--- src/rtl/recip_pkg.sv ---
// Shared types and defaults for the iterative reciprocal arbiter.
// Holds the FSM state type, default parameters and the error result constant.
package recip_pkg;

  localparam int DEF_WL       = 24;
  localparam int DEF_ITERATION = 1;
  localparam int DEF_PASS_LAT = 2;

  // Wide enough for any WL; the top slices it down to WL bits.
  localparam logic [63:0] ERR_RESULT_ALL = '1;

  typedef enum logic [1:0] {
    ST_IDLE = 2'd0,
    ST_RUN  = 2'd1,
    ST_DONE = 2'd2
  } state_e;

endpackage

--- src/rtl/recip_rr_arb2.sv ---
// Two-requester round-robin grant: on contention the requester that was not
// served last wins; a lone requester always wins.
module recip_rr_arb2
  import recip_pkg::*;
(
  input  logic [1:0] valid,
  input  logic       last_id,
  output logic       grant_id,
  output logic       grant_valid
);

  always_comb begin
    grant_valid = |valid;
    grant_id    = 1'b0;
    if (&valid) begin
      grant_id = ~last_id;
    end else begin
      grant_id = valid[1];
    end
  end

endmodule

--- src/rtl/recip_iter_arbiter.sv ---
// Arbitrates two requesters onto a shared Newton-Raphson reciprocal datapath,
// sequencing one seed pass plus ITERATION feedback passes per operand.
module recip_iter_arbiter
  import recip_pkg::*;
#(
  parameter int WL        = DEF_WL,
  parameter int ITERATION = DEF_ITERATION,
  parameter int PASS_LAT  = DEF_PASS_LAT
) (
  input  logic          CLK,
  input  logic          nRST,
  input  logic          req0_valid,
  input  logic [WL-1:0] req0_din,
  output logic          req0_ready,
  input  logic          req1_valid,
  input  logic [WL-1:0] req1_din,
  output logic          req1_ready,
  output logic          dp_ce,
  output logic          dp_sel,
  output logic [WL-1:0] dp_din,
  input  logic [WL-1:0] dp_result,
  output logic          rsp_valid,
  input  logic          rsp_ready,
  output logic          rsp_id,
  output logic [WL-1:0] rsp_dout,
  output logic          rsp_err,
  output logic          busy
);

  localparam int PW = $clog2(ITERATION + 2);
  localparam int CW = $clog2(PASS_LAT + 1);
  localparam logic [PW-1:0] PASS_LAST = PW'(ITERATION);
  localparam logic [CW-1:0] CYC_LAST  = CW'(PASS_LAT - 1);

  state_e        state_q, state_d;
  logic [WL-1:0] operand_q, operand_d;
  logic          id_q, id_d;
  logic          last_id_q, last_id_d;
  logic [PW-1:0] pass_cnt_q, pass_cnt_d;
  logic [CW-1:0] cyc_cnt_q, cyc_cnt_d;
  logic [WL-1:0] dout_q, dout_d;
  logic          err_q, err_d;

  logic          grant_id;
  logic          grant_valid;
  logic [WL-1:0] grant_din;

  recip_rr_arb2 u_arb (
    .valid       ({req1_valid, req0_valid}),
    .last_id     (last_id_q),
    .grant_id    (grant_id),
    .grant_valid (grant_valid)
  );

  assign grant_din = grant_id ? req1_din : req0_din;

  // Readies are gated by nRST so every output reads zero while in reset.
  always_comb begin
    state_d    = state_q;
    operand_d  = operand_q;
    id_d       = id_q;
    last_id_d  = last_id_q;
    pass_cnt_d = pass_cnt_q;
    cyc_cnt_d  = cyc_cnt_q;
    dout_d     = dout_q;
    err_d      = err_q;
    req0_ready = 1'b0;
    req1_ready = 1'b0;
    dp_ce      = 1'b0;
    dp_sel     = 1'b0;
    dp_din     = '0;
    rsp_valid  = 1'b0;
    rsp_id     = 1'b0;
    rsp_dout   = '0;
    rsp_err    = 1'b0;
    busy       = (state_q != ST_IDLE);

    case (state_q)
      ST_IDLE: begin
        req0_ready = nRST & grant_valid & ~grant_id;
        req1_ready = nRST & grant_valid & grant_id;
        if (grant_valid) begin
          operand_d  = grant_din;
          id_d       = grant_id;
          last_id_d  = grant_id;
          pass_cnt_d = '0;
          cyc_cnt_d  = '0;
          // Operands below 1.0 are outside the datapath's range.
          if (!grant_din[WL-1]) begin
            dout_d  = ERR_RESULT_ALL[WL-1:0];
            err_d   = 1'b1;
            state_d = ST_DONE;
          end else begin
            state_d = ST_RUN;
          end
        end
      end

      ST_RUN: begin
        dp_ce  = 1'b1;
        dp_din = operand_q;
        dp_sel = (pass_cnt_q != '0);
        if (cyc_cnt_q == CYC_LAST) begin
          cyc_cnt_d = '0;
          if (pass_cnt_q == PASS_LAST) begin
            dout_d  = dp_result;
            err_d   = 1'b0;
            state_d = ST_DONE;
          end else begin
            pass_cnt_d = pass_cnt_q + PW'(1);
          end
        end else begin
          cyc_cnt_d = cyc_cnt_q + CW'(1);
        end
      end

      ST_DONE: begin
        rsp_valid = 1'b1;
        rsp_id    = id_q;
        rsp_dout  = dout_q;
        rsp_err   = err_q;
        if (rsp_ready) begin
          state_d = ST_IDLE;
        end
      end

      default: begin
        state_d = ST_IDLE;
      end
    endcase
  end

  // last_id resets to 1 so the first contended grant goes to req0.
  always_ff @(posedge CLK or negedge nRST) begin
    if (!nRST) begin
      state_q    <= ST_IDLE;
      operand_q  <= '0;
      id_q       <= 1'b0;
      last_id_q  <= 1'b1;
      pass_cnt_q <= '0;
      cyc_cnt_q  <= '0;
      dout_q     <= '0;
      err_q      <= 1'b0;
    end else begin
      state_q    <= state_d;
      operand_q  <= operand_d;
      id_q       <= id_d;
      last_id_q  <= last_id_d;
      pass_cnt_q <= pass_cnt_d;
      cyc_cnt_q  <= cyc_cnt_d;
      dout_q     <= dout_d;
      err_q      <= err_d;
    end
  end

endmodule

--- config.mk ---
export PLATFORM = sky130hd
export DESIGN_NAME = recip_iter_arbiter
export DESIGN_NICKNAME = d
export VERILOG_FILES = /design/src/rtl/recip_pkg.sv /design/src/rtl/recip_rr_arb2.sv /design/src/rtl/recip_iter_arbiter.sv
export SDC_FILE = /design/constraint.sdc
export NUM_CORES = 1
export LEC_CHECK = 0
export BUFFER_PORTS_ARGS = -buffer_cell sky130_fd_sc_hd__buf_2
export CORE_MARGIN = 2
export CORE_UTILIZATION = 35
export CTS_BUF_LIST = sky130_fd_sc_hd__clkbuf_4
export DETAILED_ROUTE_END_ITERATION = 6
export SYNTH_ARGS = -nofsm -noshare
export SYNTH_HDL_FRONTEND = slang
export SYNTH_SLANG_ARGS = --single-unit
--- constraint.sdc ---
create_clock -name CLK -period 3.4 [get_ports CLK]
set_input_delay 0.17 -clock CLK [delete_from_list [all_inputs] [get_ports CLK]]
set_output_delay 0.17 -clock CLK [all_outputs]
set_load 0.03 [all_outputs]
==> results.md, run 1 <==
* Max-cap viol count at 0
* Longest Clk Path Bufs at 2
* Crit. End Element: flop
* Crit-path cells: inv_1 -> ha_1 -> inv_1 -> or2_1 -> or4_1 -> o22a_1
* Die width at 93.6 um
* Slowest CP cell: or4_1
* Worst Hold Class: in -> reg
* Global route overflow at 0
* Final setup viols at 0
* Netlist cell types at 28
* Largest net degree at the start of global routing at 43
* Final worst path period need at 2.35 ns
* Skew-Pair Late Insertion Delay at 0.39 ns
* WP data arrival at 2.62 ns
* Avg WL per Cell at 12.7 um
* DRC viols at 0
* CTS Buf Count at 9
* Slew headroom at 0.415
* Post-DP HPWL at 4610 um
* Mapped Nets at 347
* Clk_skew at 0.00964 ns
* Area contributors post-synth: dfrtp_1 (50%), and2_1 (12%), mux2i_1 (8.5%)
* Final #Nets at 495
* Clock-pin slew on the worst setup and hold paths at 0.10 ns
* Cell area after synthesis at 2810 um^2
* Routability congestion estimate from global placement at 0.723
* Final worst-path cycle share at 0.692
* Transition time of the tightest slew-check pin at 0.877 ns
* Asr flop ratio synth at 1.00
* Area grow syn2layout at 39.0%
* Final Power at 3380 uW
* N_diodes at 0
* Largest stage delay on the critical path at 0.90 ns
* Synth warnings at 0
* Most common cell in the netlist: dfrtp_1
* First-pass GRT wire length at 10,700 um
* Post-cts resize count at 0
* Die Y at 93.6 um
* Synthesized flop and latch total at 57
* Critical-path maximum fanout at 25
* Post-DR vias/cell at 4.58
* Status: complete, no violations
* DRT iter0 DRCs at 77
* # rows at 32
* VDD IR max at 0.288 mV
* Hold_buf cts at 12
* Most used DFF post-synth: dfrtp_1
* Required time worst endpoint at 3.67 ns
* Post-synth top cells: dfrtp_1 (56), and2_1 (52), nand2_1 (27)
* Area leader, netlist: dfrtp_1
* Layout cells sized above 1 at 0.368
* Post-Syn Instances at 268
* Final hold viol count at 0
* Power per Cell Area at 866 nW/um^2
* Crit path buf inv count at 2
* Leakage at 0.00191 uW
* RSZ-0062 raised after global routing: no
* Initial Utilization at 0.362
* Pins over their slew limit at 0
* Critical path's most frequent cell: inv_1
* Seq/Total Area, Yosys at 0.508
* Vias in the first global route at 2,332
* R2r setup slk at 1.05 ns
* Routed vias at 2,395
* DIE AREA at 8760 um^2
* H-tree Lvls at 3
* Ports at 133
* Crit start category: flop
* CTS tree: yes
* Synthesized area per cell at 10.5 um^2
* CTS sink cnt at 57
* DRT Pass-1 Iters at 4
* Initial antenna violation count at 0
* Post-synth EDFFs at 0
* WL final at 6650 um
* Top cell type's share of synthesized area at 0.499
* Peak Freq at 0.425 GHz
* Hold WS at 0.0242 ns
* Setup CP Type: reg -> reg
* Input/output buffers at 132
* DRT antenna net count at 0
* Post-CTS Setup Repair Bufs at 0
* GRT Total Usage at 0.157
* Fin Setup TNS at 0 ns
* Core Area at 7770 um^2
* Root buffer cell: clkbuf_4
* Top Family by Delay on Critical Path: simple AND/OR/NAND/NOR gates
power by group:
group	internal, uW	switching, uW	leakage, uW
Combinational	591	1140	0.00119
Clock	378	252	0.0000957
Sequential	897	123	0.000617
Total	1870	1510	0.00191
cell families (layout without fill, tap and decap cells):
group                    count (synthesis)  after routing  synth area share
multiplexers                            24             24            0.0855
AO/OA/AOI/OAI                           64             64             0.166
flip-flops                              57             57             0.508
adder cells (fa/ha/maj)                  2              2           0.00890
AND/OR/NAND/NOR                         95             95             0.183
buffers and inverters                   26            179            0.0485
final timing paths:
check	start	end	depth (start not counted)
max	pass_cnt_q[1]$_DFFE_PN0P_	dout_q[19]$_DFFE_PN0P_	6
min	dp_result[17]	dout_q[17]$_DFFE_PN0P_	2
max reg2reg	pass_cnt_q[1]$_DFFE_PN0P_	dout_q[19]$_DFFE_PN0P_	6
min reg2reg	operand_q[2]$_DFFE_PN0P_	operand_q[2]$_DFFE_PN0P_	2
max in group asynchronous	nRST	last_id_q$_DFFE_PN1P_	3
min in group asynchronous	nRST	pass_cnt_q[0]$_DFFE_PN0P_	2
per-stage QoR:
step                area, um^2  setup WS, ns   util  instances
floorplan                 2810          1.47      -        268
global placement          3530          1.12  0.455        488
detailed placement        3530          1.06  0.455        488
CTS                       3830          1.03  0.494        516
global route              3910         0.854  0.503        523
finish                    3910          1.05  0.503        523
flip-flops by register name, summed over array words and instances (netlist names):
name / count
dout_q: 24
operand_q: 24
cyc_cnt_q: 2
pass_cnt_q: 2
state_q: 2
err_q: 1
id_q: 1
last_id_q: 1
cells in the final DEF (no fill, tap or decap), types with 3 or more instances in the layout:
cell type	instances
buf_2	132
dfrtp_1	56
and2_1	52
nand2_1	27
o21ai_0	25
mux2i_1	24
o22a_1	24
dlygate4sd3_1	19
clkbuf_4	10
inv_1	7
nand2b_1	5
nor2_1	5
a22o_1	5
buf_4	5
a21oi_1	4
bufinv_16	3
metal layers:
metal  vias up  global-route usage  wire length [um]
li1       1213                   -                 -
met1      1062               0.212              3180
met2       111               0.235              2770
met3         9              0.0540               608
met4         0              0.0580                94
met5         -                   0                 0
cell type report:
| class | count | area, um^2 |
|---|---|---|
| repair buffers | 156 | 888 |
| fillers | 754 | 3860 |
| flip-flops and latches | 57 | 1430 |
| multi-input cells | 185 | 1250 |
| clock inverters | 6 | 106 |
| well taps | 102 | 128 |
| inverters | 7 | 26.3 |
| clock buffers | 10 | 75.1 |
No activity file was read; power rests on OpenSTA's default activity.
==> run 2: changes to the inputs <==
Settings changed: ABC_AREA set to 1.
Clock period 3.4 ns to 2.1 ns, I/O delays scaled along.
==> run 2 against run 1 <==
Effect of this change: sequential power is 87% higher; power increased by 93%; clock power rose by 18%; cell area up 8.5%; sequential cell count is the same; combinational power up 120%; final cell count rose by 29%.
==> results.md, run 2 <==
* Status: complete, no violations (unchanged)
* Input/output buffers at 132 (unchanged)
* Area contributors post-synth: dfrtp_1 (46%), nor2_1 (9.5%), nand2_1 (7.5%) (was dfrtp_1 (50%), and2_1 (12%), mux2i_1 (8.5%))
* Initial Utilization at 0.355 (was 0.362)
* Top Family by Delay on Critical Path: flip-flops (was simple AND/OR/NAND/NOR gates)
* Initial antenna violation count at 0 (unchanged)
* # rows at 34 (was 32)
* Leading cell type in the layout, fill and taps excluded: buf_2 (unchanged)
* Synthesized flop and latch total at 57 (unchanged)
* Post-DP HPWL at 5810 um (was 4610 um)
* Post-Layout Inst Area at 4240 um^2 (was 3910 um^2)
* Most used DFF post-synth: dfrtp_1 (unchanged)
* Global route overflow at 0 (unchanged)
* Final worst path period need at 1.94 ns
* Crit-path cells: nand2_1 -> nand2_2 -> clkinvlp_4 -> nor3_1 -> buf_2 (was inv_1 -> ha_1 -> inv_1 -> or2_1 -> or4_1 -> o22a_1)
* Post-Syn Instances at 402 (was 268)
* Clock-pin slew on the worst setup and hold paths at 0.08 ns (was 0.10 ns)
* CP endpoint: req0_ready (was dout_q[19]$_DFFE_PN0P_)
* Die width at 97.3 um (was 93.6 um)
* Power per Cell Area at 1540 nW/um^2 (was 866 nW/um^2)
* Skew-Pair Late Insertion Delay at 0.38 ns (was 0.39 ns)
* Mapped Nets at 481 (was 347)
* DIE AREA at 9470 um^2 (was 8760 um^2)
* Synth warnings at 0 (unchanged)
* Area leader, netlist: dfrtp_1 (unchanged)
* WL final at 8520 um (was 6650 um)
* Max-cap viol count at 0 (unchanged)
* Final hold viol count at 0 (unchanged)
* Critical R2R Launch: last_id_q$_DFFE_PN1P_ (was pass_cnt_q[1]$_DFFE_PN0P_)
* Post-DR vias/cell at 4.69 (was 4.58)
* Routed vias at 3,172 (was 2,395)
* Critical-path maximum fanout at 10 (was 25)
* Area grow syn2layout at 39.0% (about the same)
* Largest stage delay on the critical path at 0.54 ns (was 0.90 ns)
* Setup CP Type: reg -> out (was reg -> reg)
* Transition time of the tightest slew-check pin at 0.731 ns (was 0.877 ns)
* Core Area at 8590 um^2 (was 7770 um^2)
* Biggest regs: dout_q (24), operand_q (24) (unchanged)
* VDD IR max at 0.887 mV (was 0.288 mV)
* Ports at 133 (unchanged)
* Largest net degree at the start of global routing at 58 (was 43)
* Pins over their slew limit at 0 (unchanged)
* H-tree Lvls at 3 (unchanged)
* Vias in the first global route at 3,032 (was 2,332)
* RSZ-0062 raised after global routing: no (unchanged)
* First-pass GRT wire length at 14,000 um (was 10,700 um)
* Cell area after synthesis at 3050 um^2 (was 2810 um^2)
* Placed Instance Area at 3780 um^2 (was 3530 um^2)
* Die Y at 97.3 um (was 93.6 um)
* Avg WL per Cell at 12.6 um (was 12.7 um)
* CTS sink cnt at 57 (unchanged)
* Required time worst endpoint at 2.00 ns (was 3.67 ns)
* Seq/Total Area, Yosys at 0.468 (was 0.508)
* CTS Buf Count at 9 (unchanged)
* Post-synth top cells: nor2_1 (77), nand2_1 (61), inv_1 (60) (was dfrtp_1 (56), and2_1 (52), nand2_1 (27))
* N_diodes at 0 (unchanged)
* Root buffer cell: clkbuf_4 (unchanged)
* WP data arrival at 1.83 ns (was 2.62 ns)
* Post-synth EDFFs at 0 (unchanged)
* Reg2reg end: dout_q[21]$_DFFE_PN0P_ (was dout_q[19]$_DFFE_PN0P_)
* Most frequent cells in the layout: buf_2 (132), nor2_1 (77), inv_1 (59), nand2_1 (59), dfrtp_1 (56) (was buf_2 (132), dfrtp_1 (56), and2_1 (52))
* Most common cell in the netlist: nor2_1 (was dfrtp_1)
* DRT iter0 DRCs at 143 (was 77)
* Fin Setup TNS at 0 ns (unchanged)
* R2r setup slk at 0.33 ns (was 1.05 ns)
* Setup crit start: last_id_q$_DFFE_PN1P_ (was pass_cnt_q[1]$_DFFE_PN0P_)
* Routability congestion estimate from global placement at 0.736 (was 0.723)
* Longest Clk Path Bufs at 2 (unchanged)
* Netlist cell types at 26 (was 28)
* CTS tree: yes (unchanged)
* Synthesized area per cell at 7.58 um^2 (was 10.5 um^2)
* Crit. End Element: output pin (was flop)
* Leakage at 0.00239 uW (was 0.00191 uW)
* R2r worst-path depth at 7 (was 6)
* Final worst-path cycle share at 0.922
* Crit. path cell count at 5 (was 6)
* Top cell type's share of synthesized area at 0.460 (was 0.499)
* Clk_skew at 0.00931 ns (was 0.00964 ns)
* Final #Nets at 643 (was 495)
* Peak Freq at 0.516 GHz
* Worst Hold Class: in -> reg (unchanged)
* DRT Pass-1 Iters at 4 (unchanged)
* Slew headroom at 0.513 (was 0.415)
* GRT Total Usage at 0.182 (was 0.157)
* Layout cells sized above 1 at 0.343 (was 0.368)
* Final setup viols at 0 (unchanged)
* Crit path buf inv count at 2 (unchanged)
* DRC viols at 0 (unchanged)
* Crit start category: flop (unchanged)
* DRT antenna net count at 0 (unchanged)
* Asr flop ratio synth at 1.00 (unchanged)
* Slowest CP cell: dfstp_2 (was or4_1)
run 2: routing by layer:
layer	share of wire	global-route usage	up-vias	wire length, um
met1	0.43	0.233	1486	3700
met4	0.021	0.0737	0	181
met2	0.49	0.300	100	4200
met5	0	0	-	0
li1	-	-	1571	-
met3	0.052	0.0424	15	441
run 2: repair_timing:
item,CTS,global route
endpoints found under the hold margin,76,1
resized for setup,2,1
gates cloned,1,0
hold buffers,29,1
setup buffers,2,0
setup endpoints to repair,2,4
run 2: tightest hold or removal path, delay by kind of cell:
kind	cells	cell delay, ns
compound gates	2	0.18
buf+inv	1	0.07
run 2: final cells by class:
type,instances,area [um^2]
fill,895,4360
inverter,63,240
multi-input combinational,260,1270
tap,108,135
timing repair inverter,1,5.00
clock inverter,6,48.8
clock buffer,10,75.1
sequential,57,1430
timing repair buffer,172,1040
run 2: worst min path at each step:
stage,endpoint,start,slack (ns),depth (start not counted)
floorplan,cyc_cnt_q[0]$_DFFE_PN0P_,nRST,-0.19,0
global placement,state_q[1]$_DFFE_PN0P_,rsp_ready,0.33,2
detailed placement,state_q[1]$_DFFE_PN0P_,rsp_ready,0.31,2
CTS,operand_q[5]$_DFFE_PN0P_,req0_din[5],0.001,3
global route,operand_q[19]$_DFFE_PN0P_,req0_din[19],0.02,3
finish,operand_q[5]$_DFFE_PN0P_,req0_din[5],0.03,3
run 2: report_power, final:
group          leakage (uW)  switching (uW)  internal [uW]
sequential         0.000682             239           1670
clock             0.0000680             385            358
combinational       0.00164            2620           1240
total               0.00239            3240           3270
run 2: metrics by stage:
| stage | setup slack, ns | total power [uW] | utilization | hold WS (ns) | std cells |
|---|---|---|---|---|---|
| finish | 0.164 | 6510 | 0.493 | 0.0312 | 677 |
| global route | 0.0237 | 7110 | 0.493 | 0.0154 | 677 |
| global placement | 0.333 | 5680 | 0.440 | 0.330 | 628 |
| floorplan | 0.237 | 4840 | - | -0.191 | 402 |
| CTS | 0.0614 | 6570 | 0.491 | 0.00140 | 676 |
| detailed placement | 0.286 | 5750 | 0.440 | 0.315 | 628 |
run 2: cell families after synthesis:
group                    share of synthesized area
adder cells (fa/ha/maj)                    0.00821
buffers and inverters                        0.117
AO/OA/AOI/OAI                               0.0998
AND/OR/NAND/NOR                              0.306
flip-flops                                   0.468
==> run 3: changes to the inputs <==
==> constraint.sdc (replaced) <==
create_clock -name CLK -period 2.5 [get_ports CLK]
set_input_delay 0.125 -clock CLK [delete_from_list [all_inputs] [get_ports CLK]]
set_output_delay 0.125 -clock CLK [all_outputs]
set_load 0.1 [all_outputs]
==> run 3 against run 2 <==
Effect of this change: global-route usage rose by 0.92 points; utilization increased by 4.4 points; count of clock-buffer cells in the layout is the same; sequential cell count unchanged; critical path type is now reg -> reg; via count shrank 1.9%; hold slack worse by 0.0077 ns; non-clock buffer count fell by 7; cell area is 8.9% higher; clock skew rose by 0.0041 ns.
==> results.md, run 3 (synthesis gave the netlist of run 2 again) <==
* Ports at 133 (unchanged)
* Initial antenna violation count at 0 (unchanged)
* DRT antenna net count at 0 (unchanged)
* RSZ-0062 raised after global routing: no (unchanged)
* Final #Nets at 635 (was 643)
* Longest Clk Path Bufs at 2 (unchanged)
* Post-route setup slack at 0.175 ns (was 0.164 ns)
* Clk_skew at 0.0134 ns (was 0.00931 ns)
* Transition time of the tightest slew-check pin at 0.713 ns (was 0.731 ns)
* Leading cell type in the layout, fill and taps excluded: buf_2 (unchanged)
* Input/output buffers at 132 (unchanged)
* Avg WL per Cell at 13.0 um (was 12.6 um)
* Global route overflow at 0 (unchanged)
* Post-Layout Inst Area at 4610 um^2 (was 4240 um^2)
* Critical path's most frequent cell: nand2_1
* Largest net degree at the start of global routing at 58 (unchanged)
* Pins over their slew limit at 0 (unchanged)
* DIE AREA at 9470 um^2 (unchanged)
* Worst slack, placed at 0.747 ns (was 0.286 ns)
* H-tree Lvls at 3 (unchanged)
* DRT iter0 DRCs at 133 (was 143)
* Biggest regs: dout_q (24), operand_q (24) (unchanged)
* Clock-pin slew on the worst setup and hold paths at 0.11 ns (was 0.08 ns)
* Area grow syn2layout at 51.4% (was 39.0%)
* Layout cells sized above 1 at 0.353 (was 0.343)
* Slowest CP cell: dlygate4sd3_1 (was dfstp_2)
* Final hold viol count at 0 (unchanged)
* Final setup viols at 0 (unchanged)
* WL final at 8730 um (was 8520 um)
* Required time worst endpoint at 2.79 ns (was 2.00 ns)
* Largest stage delay on the critical path at 0.57 ns (was 0.54 ns)
* WP data arrival at 2.61 ns (was 1.83 ns)
* CTS sink cnt at 57 (unchanged)
* Peak Freq at 0.430 GHz
* # rows at 34 (unchanged)
* N_diodes at 0 (unchanged)
* Final worst path period need at 2.32 ns
* Crit-path cells: nand2_1 -> nand2_1 -> inv_1 -> buf_4 -> o21ai_0 -> o22ai_1 -> dlygate4sd3_1 (was nand2_1 -> nand2_2 -> clkinvlp_4 -> nor3_1 -> buf_2)
* Final worst-path cycle share at 0.930
* Skew-Pair Late Insertion Delay at 0.40 ns (was 0.38 ns)
* Slew headroom at 0.525 (was 0.513)
* GRT Total Usage at 0.192 (was 0.182)
* Post-DP HPWL at 6140 um (was 5810 um)
* Critical-path maximum fanout at 14 (was 10)
* Root buffer cell: clkbuf_4 (unchanged)
* Routability congestion estimate from global placement at 0.784 (was 0.736)
* DRT Pass-1 Iters at 4 (unchanged)
* Post-DR vias/cell at 4.65 (was 4.69)
* Die Y at 97.3 um (unchanged)
* CTS Buf Count at 9 (unchanged)
* Placed Instance Area at 4210 um^2 (was 3780 um^2)
* Fin Setup TNS at 0 ns (unchanged)
* Setup CP Type: reg -> reg (was reg -> out)
* Worst Hold Class: in -> reg (unchanged)
* Post-CTS Setup Repair Bufs at 0 (was 2)
* Status: complete, no violations (unchanged)
* Crit. End Element: flop (was output pin)
* CTS tree: yes (unchanged)
* First-pass GRT wire length at 14,700 um (was 14,000 um)
* Most frequent cells in the layout: buf_2 (105), nor2_1 (74), nand2_1 (61) (was buf_2 (132), nor2_1 (77), inv_1 (59), nand2_1 (59), dfrtp_1 (56))
* Routed vias at 3,112 (was 3,172)
* Crit start category: flop (unchanged)
* Vias in the first global route at 3,142 (was 3,032)
* FILL cells at 830 (was 895)
* Max-cap viol count at 0 (unchanged)
* DRC viols at 0 (unchanged)
* Area occupied by multi-input gates at 1280 um^2 (was 1270 um^2)
* Core Area at 8590 um^2 (unchanged)
* Die width at 97.3 um (unchanged)
* Initial Utilization at 0.355 (unchanged)
* Seq. cell area at 1430 um^2 (unchanged)
run 3: changes by cell type in the layout (fill, tap and decap cells not counted), moves of 3 or more:
| cell | change |
|---|---|
| buf_2 | -27 |
| buf_12 | +27 |
| clkinv_1 | -5 |
| nor2_1 | -3 |
| dlygate4sd3_1 | -5 |
| clkinv_2 | +3 |
run 3: through the flow:
stage | hold slack, ns | util | std cells
3_5_place_dp | 0.360 | 0.489 | 628
4_1_cts | 0.000224 | 0.536 | 668
6_report | 0.0235 | 0.537 | 669
5_1_grt | 0.00116 | 0.537 | 669
3_3_place_gp | 0.354 | 0.489 | 628
2_1_floorplan | -0.171 | - | 402
run 3: routing by layer:
metal  GRT usage  part of all wire  vias to the layer above
li1            -                 -                     1550
met1       0.237              0.43                     1450
met2       0.319              0.48                      100
met3      0.0712             0.071                       12
met4      0.0470             0.015                        0
met5           0                 0                        -
run 3: timing repair:
| item | 4_1_cts | 5_1_grt |
|---|---|---|
| gates resized for setup | 0 | 0 |
| hold buffers | 24 | 1 |
| endpoints found under the setup margin | 0 | 0 |
| hold endpoints to repair | 76 | 1 |
run 3: critical path, delay by kind of cell, from the launching register on:
family,cells,cell delay [ns]
AO/OA/AOI/OAI,2,0.24
flip-flops,1,0.55
AND/OR/NAND/NOR,2,0.35
buffers and inverters,3,1.07
run 3: worst paths after layout:
| kind | slack, ns | from | cells past startpoint | end |
|---|---|---|---|---|
| worst min-delay path | 0.02 | req1_din[1] | 3 | operand_q[1]$_DFFE_PN0P_ |
| worst max-delay path | 0.18 | last_id_q$_DFFE_PN1P_ | 7 | operand_q[12]$_DFFE_PN0P_ |
| max in group asynchronous | 1.54 | nRST | 3 | pass_cnt_q[1]$_DFFE_PN0P_ |
| min in group asynchronous | 0.49 | nRST | 3 | operand_q[14]$_DFFE_PN0P_ |
| worst min register to register | 0.48 | dout_q[13]$_DFFE_PN0P_ | 2 | dout_q[13]$_DFFE_PN0P_ |
| worst max register to register | 0.18 | last_id_q$_DFFE_PN1P_ | 7 | operand_q[12]$_DFFE_PN0P_ |
run 3: layout make-up:
cell class,count,area share
Clock buffer,10,0.0163
Clock inverter,6,0.0179
Inverter,63,0.0513
Sequential cell,57,0.309
Timing Repair Buffer,165,0.298
Tap cell,108,0.0293
Multi-Input combinational cell,260,0.277
Power of run 3 is not shown: default switching activity piles up to over one toggle a cycle in this logic, so the estimate is an artifact.
